<file path="src/rtl/ir_car_pkg.sv">
// ir_car_pkg
// Protocol constants and encodings shared by the IR car transmitter and
// receiver. It holds the nominal burst sizes (in carrier pulses), the nominal
// gap length (in carrier periods), the clock-to-carrier ratio, the receiver
// FSM state encoding and the burst classification used by the receiver.
package ir_car_pkg;

  localparam int CAR_CLOCK_RATIO       = 1250; // 50 MHz / 40 kHz
  localparam int CAR_START_BURST       = 88;
  localparam int CAR_SELECT_BURST      = 22;
  localparam int CAR_ASSERT_BURST      = 44;
  localparam int CAR_DEASSERT_BURST    = 22;
  localparam int CAR_GAP_SIZE          = 40;

  typedef enum logic [1:0] {
    ST_IDLE     = 2'd0,
    ST_WAIT_SEL = 2'd1,
    ST_BITS     = 2'd2,
    ST_DONE     = 2'd3
  } rx_state_e;

  typedef enum logic [1:0] {
    BURST_GLITCH = 2'd0,
    BURST_SHORT  = 2'd1,
    BURST_LONG   = 2'd2,
    BURST_START  = 2'd3
  } burst_class_e;

  // Thresholds sit halfway between neighbouring nominal burst sizes so that
  // a burst that lost or gained a few pulses still lands in the right class.
  function automatic burst_class_e classify_burst(
    input logic [7:0] count,
    input int         start_sz,
    input int         assert_sz,
    input int         deassert_sz
  );
    if (int'(count) >= (start_sz + assert_sz) / 2) begin
      return BURST_START;
    end else if (int'(count) >= (assert_sz + deassert_sz) / 2) begin
      return BURST_LONG;
    end else if (int'(count) >= deassert_sz / 2) begin
      return BURST_SHORT;
    end else begin
      return BURST_GLITCH;
    end
  endfunction

endpackage

</file>
<file path="src/rtl/ir_burst_meter.sv">
// ir_burst_meter
// Synchronizes the raw IR detector input, counts carrier pulses inside a
// burst and measures the silence since the last carrier rising edge.
// Ports:
//   i_clk        system clock, rising edge
//   i_rst_n      asynchronous active-low reset
//   i_ir         raw IR detector input (asynchronous)
//   o_burst_end  one-cycle pulse when a burst has ended
//   o_count      pulse count of the burst that just ended (valid with o_burst_end)
//   o_silence    cycles since the last carrier rising edge (saturating)
module ir_burst_meter
  import ir_car_pkg::*;
#(
  parameter int ClockRatio = CAR_CLOCK_RATIO,
  parameter bit RxInvert   = 1'b0
) (
  input  logic        i_clk,
  input  logic        i_rst_n,
  input  logic        i_ir,
  output logic        o_burst_end,
  output logic [7:0]  o_count,
  output logic [18:0] o_silence
);

  // Registered burst end is raised one cycle early so that it is high
  // exactly while the silence timer reads 2*ClockRatio-1.
  localparam logic [18:0] LP_END_EARLY = 19'(2 * ClockRatio - 2);

  logic        r_sync1;
  logic        r_sync2;
  logic        r_prev;
  logic [7:0]  r_pulses;
  logic [18:0] r_timer;
  logic        r_burst_end;
  logic [7:0]  r_count;

  logic        w_rx;
  logic        w_rise;
  logic        w_end_next;

  assign w_rx       = r_sync2 ^ RxInvert;
  assign w_rise     = w_rx & ~r_prev;
  assign w_end_next = (r_timer == LP_END_EARLY) && !w_rise && (r_pulses != 8'd0);

  // r_prev resets high so that an input already active at reset release is
  // not counted as a carrier edge.
  always_ff @(posedge i_clk or negedge i_rst_n) begin
    if (!i_rst_n) begin
      r_sync1 <= 1'b0;
      r_sync2 <= 1'b0;
      r_prev  <= 1'b1;
    end else begin
      r_sync1 <= i_ir;
      r_sync2 <= r_sync1;
      r_prev  <= w_rx;
    end
  end

  always_ff @(posedge i_clk or negedge i_rst_n) begin
    if (!i_rst_n) begin
      r_pulses <= 8'd0;
    end else if (w_rise) begin
      if (r_pulses != 8'hFF) begin
        r_pulses <= r_pulses + 8'd1;
      end
    end else if (w_end_next) begin
      r_pulses <= 8'd0;
    end
  end

  // Timer resets to its saturated value so no timeout or burst end can fire
  // before the first carrier edge.
  always_ff @(posedge i_clk or negedge i_rst_n) begin
    if (!i_rst_n) begin
      r_timer <= '1;
    end else if (w_rise) begin
      r_timer <= '0;
    end else if (r_timer != '1) begin
      r_timer <= r_timer + 19'd1;
    end
  end

  always_ff @(posedge i_clk or negedge i_rst_n) begin
    if (!i_rst_n) begin
      r_burst_end <= 1'b0;
      r_count     <= 8'd0;
    end else begin
      r_burst_end <= w_end_next;
      if (w_end_next) begin
        r_count <= r_pulses;
      end
    end
  end

  assign o_burst_end = r_burst_end;
  assign o_count     = r_count;
  assign o_silence   = r_timer;

endmodule

</file>
<file path="src/rtl/ir_receiver_sm.sv">
// ir_receiver_sm
// IR car command receiver. Bursts of carrier pulses are measured by
// ir_burst_meter and classified by length; a packet is START, CAR_SELECT and
// four direction bits (long burst = 1, short burst = 0), separated by gaps.
// Ports:
//   CLK      system clock, rising edge
//   RST_N    asynchronous active-low reset
//   IR_IN    raw carrier-modulated IR detector input (asynchronous)
//   COMMAND  last decoded command: [0]=RIGHT [1]=LEFT [2]=BACK [3]=FORWARD
//   VALID    one-cycle pulse when COMMAND is updated
//   ERROR    one-cycle pulse when a packet is aborted
module ir_receiver_sm
  import ir_car_pkg::*;
#(
  parameter int ClockRatio         = CAR_CLOCK_RATIO,
  parameter int StartBurstSize     = CAR_START_BURST,
  parameter int CarSelectBurstSize = CAR_SELECT_BURST,
  parameter int AsserBurstSize     = CAR_ASSERT_BURST,
  parameter int DeAsserBurstSize   = CAR_DEASSERT_BURST,
  parameter int GapSize            = CAR_GAP_SIZE,
  parameter bit RxInvert           = 1'b0
) (
  input  logic       CLK,
  input  logic       RST_N,
  input  logic       IR_IN,
  output logic [3:0] COMMAND,
  output logic       VALID,
  output logic       ERROR
);

  // A gap twice the nominal length means the transmitter went away.
  localparam logic [18:0] LP_GAP_TIMEOUT = 19'(2 * GapSize * ClockRatio);
  // Class that a nominal CAR_SELECT burst falls into (SHORT for the
  // standard burst sizes); the other data class in WAIT_SEL is an error.
  localparam burst_class_e LP_SEL_CLASS =
    classify_burst(8'(CarSelectBurstSize), StartBurstSize, AsserBurstSize, DeAsserBurstSize);

  logic         w_burst_end;
  logic [7:0]   w_count;
  logic [18:0]  w_silence;
  burst_class_e w_class;
  logic         w_timeout;

  rx_state_e    r_state,   w_state_nxt;
  logic [1:0]   r_index,   w_index_nxt;
  logic [3:0]   r_shift,   w_shift_nxt;
  logic [3:0]   r_command, w_command_nxt;
  logic         r_valid,   w_valid_nxt;
  logic         r_error,   w_error_nxt;

  ir_burst_meter #(
    .ClockRatio (ClockRatio),
    .RxInvert   (RxInvert)
  ) u_meter (
    .i_clk       (CLK),
    .i_rst_n     (RST_N),
    .i_ir        (IR_IN),
    .o_burst_end (w_burst_end),
    .o_count     (w_count),
    .o_silence   (w_silence)
  );

  assign w_class   = classify_burst(w_count, StartBurstSize, AsserBurstSize, DeAsserBurstSize);
  assign w_timeout = (w_silence == LP_GAP_TIMEOUT);

  always_ff @(posedge CLK or negedge RST_N) begin
    if (!RST_N) begin
      r_state   <= ST_IDLE;
      r_index   <= 2'd0;
      r_shift   <= 4'd0;
      r_command <= 4'd0;
      r_valid   <= 1'b0;
      r_error   <= 1'b0;
    end else begin
      r_state   <= w_state_nxt;
      r_index   <= w_index_nxt;
      r_shift   <= w_shift_nxt;
      r_command <= w_command_nxt;
      r_valid   <= w_valid_nxt;
      r_error   <= w_error_nxt;
    end
  end

  // VALID and COMMAND are registered on the transition into DONE, so they
  // are visible during the DONE cycle, one cycle after the final burst end.
  always_comb begin
    w_state_nxt   = r_state;
    w_index_nxt   = r_index;
    w_shift_nxt   = r_shift;
    w_command_nxt = r_command;
    w_valid_nxt   = 1'b0;
    w_error_nxt   = 1'b0;

    unique case (r_state)
      ST_IDLE: begin
        if (w_burst_end && (w_class == BURST_START)) begin
          w_state_nxt = ST_WAIT_SEL;
          w_index_nxt = 2'd0;
        end
      end

      ST_WAIT_SEL: begin
        if (w_timeout) begin
          w_error_nxt = 1'b1;
          w_state_nxt = ST_IDLE;
        end else if (w_burst_end) begin
          if (w_class == BURST_START) begin
            w_error_nxt = 1'b1;
            w_index_nxt = 2'd0;
          end else if (w_class == LP_SEL_CLASS) begin
            w_state_nxt = ST_BITS;
            w_index_nxt = 2'd0;
          end else if (w_class != BURST_GLITCH) begin
            w_error_nxt = 1'b1;
            w_state_nxt = ST_IDLE;
          end
        end
      end

      ST_BITS: begin
        if (w_timeout) begin
          w_error_nxt = 1'b1;
          w_state_nxt = ST_IDLE;
        end else if (w_burst_end) begin
          if (w_class == BURST_START) begin
            w_error_nxt = 1'b1;
            w_index_nxt = 2'd0;
            w_state_nxt = ST_WAIT_SEL;
          end else if (w_class != BURST_GLITCH) begin
            w_shift_nxt[r_index] = (w_class == BURST_LONG);
            if (r_index == 2'd3) begin
              w_state_nxt   = ST_DONE;
              w_command_nxt = w_shift_nxt;
              w_valid_nxt   = 1'b1;
            end else begin
              w_index_nxt = r_index + 2'd1;
            end
          end
        end
      end

      ST_DONE: begin
        w_state_nxt = ST_IDLE;
      end

      default: begin
        w_state_nxt = ST_IDLE;
      end
    endcase
  end

  assign COMMAND = r_command;
  assign VALID   = r_valid;
  assign ERROR   = r_error;

endmodule

</file>
<file path="config.mk">
export PLATFORM = sky130hd
export DESIGN_NAME = ir_receiver_sm
export DESIGN_NICKNAME = d
export VERILOG_FILES = /design/src/rtl/ir_car_pkg.sv /design/src/rtl/ir_burst_meter.sv /design/src/rtl/ir_receiver_sm.sv
export SDC_FILE = /design/constraint.sdc
export NUM_CORES = 1
export LEC_CHECK = 0
export CAP_MARGIN = 0
export CORE_AREA = 10 10 90 92
export DETAILED_ROUTE_END_ITERATION = 8
export DIE_AREA = 0 0 100 102
export HOLD_SLACK_MARGIN = 0.05
export PLACE_DENSITY = 0.67
export SYNTH_ARGS = -nofsm -noshare
export SYNTH_HDL_FRONTEND = slang
export SYNTH_SLANG_ARGS = --single-unit
</file>
<file path="constraint.sdc">
create_clock -name CLK -period 3.5 [get_ports CLK]
set_input_delay 1.05 -clock CLK [delete_from_list [all_inputs] [get_ports CLK]]
set_output_delay 1.05 -clock CLK [all_outputs]
set_load 0.03 [all_outputs]
</file>
# Yosys cells after proc, flatten, opt, wreduce, memory -nomap -nowiden
# Index checks and enable logic that the tools add are counted.
# word_totals
wordCells,116
register_bits,53
inputBits,3
output_inout_bits,6
# op_classes
eq_ne,26
reduce_logical,16
n_mux,49
bitwise_logic,4
n_addsub,3
n_lt_le_gt_ge,5
# op_table
cell,count
two-way mux 2 bit,23
two-way mux 19 bit,2
two-way mux 8 bit,3
"adder 19 x 1 -> 19 bit, second input constant",1
"equality test 19 x 12 -> 1 bit, second input constant",1
"equality test 19 x 17 -> 1 bit, second input constant",1
"inequality test 19 bit, second input constant",1
two-way mux 1 bit,16
"inequality test 3 bit, second input constant",4
"inequality test 4 bit, second input constant",3
"equality test 2 bit, second input constant",5
AND reduction 9 bit,1
"adder 8 x 1 -> 8 bit, second input constant",1
"greater-or-equal comparator 8 x 4 -> 1 bit, second input constant",1
"greater-or-equal comparator 8 x 6 -> 1 bit, second input constant",1
"greater-or-equal comparator 8 x 7 -> 1 bit, second input constant",1
"inequality test 2 bit, second input constant",4
"inequality test 8 bit, second input constant",1
case mux 2 bit (4 select lines),1
nonzero test 8 bit,1
AND reduction 7 bit,1
"inequality test 3 x 2 -> 1 bit, second input constant",2
case mux 2 bit (3 select lines),1
AND reduction 6 bit,1
other kinds (17),26

# Depth between registers and ports, before layout
# depth
depth_word,11
depth_mapped,8
ltp_nobuf,7

# Hierarchy
# Synthesis repeated with hierarchy kept, for this count alone.
# hier_totals
cells_unflattened,303
area_unflattened_um2,3069.2
# by_module_without_submodules
module,seq_area_each_um2,area_each_um2,instances,cells_each
ir_burst_meter,1001.0,2045.7,1,198
ir_receiver_sm,325.3,1023.5,1,105

# Worst setup path after synthesis
# Ideal clock, no wire load.
# synth_path
kind,register to register
start,register u_meter.r_timer[1] (netlist: u_meter.o_silence[1])
end,register u_meter.r_count[7] (netlist: u_meter.o_count[7])
arrival_time_ns,2.193
slack_ns,1.182
setup_time_ns,0.125
period_less_slack_ns,2.318
path_stages_with_launch,6
required_ns,3.375
n_path_buf,1
cell_sequence,dfstp_2 -> ha_1 -> or4b_2 -> nor4_4 -> buf_6 -> mux2_4
# synth_via
elab_chain_len,3
# synth_lines
item,line_no,source
from (decl),ir_burst_meter.sv:33,logic [18:0] r_timer;
from (signal assigned),ir_burst_meter.sv:79,r_timer <= r_timer + 19'd1;
equality test 19 x 12 -> 1 bit,ir_burst_meter.sv:43,assign w_end_next = (r_timer == LP_END_EARLY) && !w_rise && (r_pulses != 8'd0);
logical AND 1 bit (2 in series),ir_burst_meter.sv:43,
named net u_meter.w_end_next,ir_burst_meter.sv:39,logic w_end_next;
to (signal assigned),ir_burst_meter.sv:90,r_count <= r_pulses;
to (decl),ir_burst_meter.sv:35,logic [7:0] r_count;
# The timed path passes the listed nets, and every way through them passes these cells.
# A chain may end at the register's enable or synchronous reset.

# Worst setup path after layout
# layout_path
start,register r_command[2] (netlist: COMMAND[2])
end,output COMMAND[2]
# layout_lines
item,line_no,source
from (decl),ir_receiver_sm.sv:47,"logic [3:0] r_command, w_command_nxt;"
from (signal assigned),ir_receiver_sm.sv:78,r_command <= w_command_nxt;
to (decl),ir_receiver_sm.sv:26,"output logic [3:0] COMMAND,"
# No word-level cell between the ends.

==> run metrics <==
status=finished clean; cell taking the most area after synthesis=dfrtp_1; row count=29; antenna viol nets, final=0; critical path depth=1; Die Ht=102 um; CP Launch Point=COMMAND[2]$_DFFE_PN0P_; Seq/Total Area, Yosys=47.7%; core area=6280 um^2; CTS resizes=0; Synth Flop Type=dfrtp_1; Clock Path Buffers=2; final net count=297; top cells by area, synth=dfrtp_1 29%, dfstp_2 19%, ha_1 5.4%; IO Pins=9; Final Max Tran Viols=0; Hold Vio Cnt, Final=0; worst hold margin=0.359 ns; vias per cell=5.50; r2r worst-path depth=5; clk_lat worst skew=0.31 ns; TritonCTS Buffers=5; first-pass GRT wire length=9.26 mm; post-layout util=48.2%; Die X=100 um; final setup TNS=0 ns; reg2reg end=r_state[1]$_DFFE_PN0P_; Synth cell types=47; final setup skew=0.00889 ns; Tcrit/Tclk final=68.4%; initial antenna violation count=0; total power=0.00123 W; syn nets=287; Iter 0 DRT Violations=125; crit path cell chain=clkdlybuf4s50_1; cell count after synthesis=272; syn avg cell area=10.2 um^2; synth-to-layout area growth=8.96%; CTS sink count=52; Reg-to-Reg Start=u_meter.o_count[4]$_DFFE_PN0P_; Critical path buffers and inverters=1; WL/cell=14.3 um; Critical Path Fanout Max=2; post-synth top area share=28.8%; Initial Util=44.2%; Hold Crit Class=flip-flop to flip-flop; Critical Path AT=1.34 ns; startpoint types=flip-flop; Final Routed Wirelength=5.15 mm; worst setup margin=1.11 ns; # fillers=590; PwrDens=407 nW/um^2; clk root buf=clkbuf_8; largest net degree at the start of global routing=42; Worst Setup EP=COMMAND[2]; gr usage total=10.8%; max_slew headroom=39.6%; GR Overflow Total=0; post-place setup slack=1.23 ns; ratio of cells with drive above 1 in the final layout=17.7%; kind of critical path=flip-flop to primary output; reg2reg setup slack=1.20 ns; Pleak=1.32 nW; CTS tree=done; hold_buf cts=0; vias in the first global route=1980; fraction of registers with async set/reset=100%; Final Setup Violations=0; unrepaired setup endpoints after global routing=no; number of synthesis warnings=0; IR drop worst, VDD=0.000395 V; antenna fix cells=0; synthesized cell area=2780 um^2; synthesized flop and latch total=52; Worst-path clk slew=0.10 ns; Worst path slowest cell=clkdlybuf4s50_1; PortBufs=8; number of remaining DRC errors=0; Fmax=418 MHz; Routability Congestion=0.832; DR vias=1981; Max-Cap Viols=0; Final min period=2.39 ns; H-Tree Depth=2; Post-CTS Setup Repair Bufs=0; Worst Path Required=2.45 ns; Slew @ Worst Pin=0.907 ns; Pre-Repair DR Iteration Count=4; cell family with most CP delay=buffers and inverters; die area=10200 um^2; crit path capture type=primary output; EDFF count, synth=0; CP peak stage delay=0.67 ns; post-DP HPWL=3.70 mm
-- worst min path at each step --
stage / slack [ns] / to / from / cells after the start
2_1_floorplan: 0.33 / u_meter.r_sync2$_DFF_PN0_ / u_meter.r_sync1$_DFF_PN0_ / 0
3_3_place_gp: 0.33 / u_meter.r_sync2$_DFF_PN0_ / u_meter.r_sync1$_DFF_PN0_ / 0
3_5_place_dp: 0.35 / u_meter.r_sync2$_DFF_PN0_ / u_meter.r_sync1$_DFF_PN0_ / 0
4_1_cts: 0.36 / u_meter.r_sync2$_DFF_PN0_ / u_meter.r_sync1$_DFF_PN0_ / 0
5_1_grt: 0.37 / u_meter.r_sync2$_DFF_PN0_ / u_meter.r_sync1$_DFF_PN0_ / 0
6_report: 0.36 / u_meter.r_sync2$_DFF_PN0_ / u_meter.r_sync1$_DFF_PN0_ / 0
-- state kept, by name, summed over array words and instances (netlist names), 2 cells and up --
| signal | cells |
|---|---|
| u_meter.o_silence | 19 |
| r_shift | 3 |
| u_meter.r_pulses | 8 |
| COMMAND | 4 |
| r_index | 2 |
| u_meter.o_count | 8 |
| r_state | 2 |
-- placed cells by master (no fill, tap or decap), types with 6 or more instances in the layout --
cell type / n
o21ai_0: 10
xor2_1: 17
nand4_1: 10
ha_1: 12
nor2_1: 34
and3_1: 10
clkdlybuf4s50_1: 7
dfrtp_1: 32
nand2_1: 15
mux2i_1: 6
dfstp_2: 20
inv_1: 13
mux2_2: 8
a21oi_1: 11
nand3_1: 10
a31oi_1: 7
-- synth_stat cells (all sizes together) (2+ instances only) --
cell type / number
a31oi: 7
o21ai: 10
nand3: 10
mux2: 9
or4: 3
a2111oi: 2
and4: 3
nor3: 3
a21oi: 11
o21a: 2
dfstp: 20
or4b: 3
nor2: 35
a211oi: 2
nand2b: 2
xor2: 17
clkbuf: 6
buf: 2
a21o: 3
o22ai: 2
nand4: 10
ha: 12
and2: 4
dfrtp: 32
and3: 11
mux2i: 6
nand2: 15
inv: 13
nor4: 2
xnor2: 4
or3: 2
-- logic make-up (layout without fill, tap and decap cells) --
| family | after synthesis | after routing | synth area share, % |
|---|---|---|---|
| muxes | 15 | 15 | 5.95 |
| and+or+nand+nor | 106 | 106 | 20.5 |
| DFF | 52 | 52 | 47.7 |
| AOI/OAI and AO/OA | 45 | 45 | 10.5 |
| adders and majority gates | 12 | 12 | 5.41 |
| buffers and inverters | 21 | 32 | 3.24 |
| xor gates and xnor gates | 21 | 21 | 6.62 |
-- per-layer routing --
layer	part of all wire (%)	GRT usage [%]
met1	49	14.3
met2	45	16.5
met3	4.0	2.43
met4	1.8	4.46
met5	0	0
-- layout make-up --
class | count | area, um^2 | area share, %
timing repair buffer | 11 | 97.6 | 3.22
sequential | 52 | 1330 | 43.8
clock buffer | 5 | 68.8 | 2.27
multi-input combinational | 199 | 1360 | 45.0
tap | 77 | 96.3 | 3.18
clock inverter | 3 | 27.5 | 0.909
inverter | 13 | 48.8 | 1.61
-- through the flow --
stage / instances / instance area, um^2
3_5_place_dp: 352 / 2930
2_1_floorplan: 272 / 2780
3_3_place_gp: 352 / 2930
6_report: 360 / 3030
5_1_grt: 360 / 3030
4_1_cts: 360 / 3030
-- where the power goes --
| group | total [W] | internal, W | switching [W] | leakage (nW) |
|---|---|---|---|---|
| clock | 0.000363 | 0.000147 | 0.000215 | 0.0463 |
| combinational | 0.000153 | 0.0000749 | 0.0000779 | 0.628 |
| sequential | 0.000716 | 0.000654 | 0.0000617 | 0.641 |
| total | 0.00123 | 0.000877 | 0.000355 | 1.32 |
No activity file was read; power rests on OpenSTA's default activity.
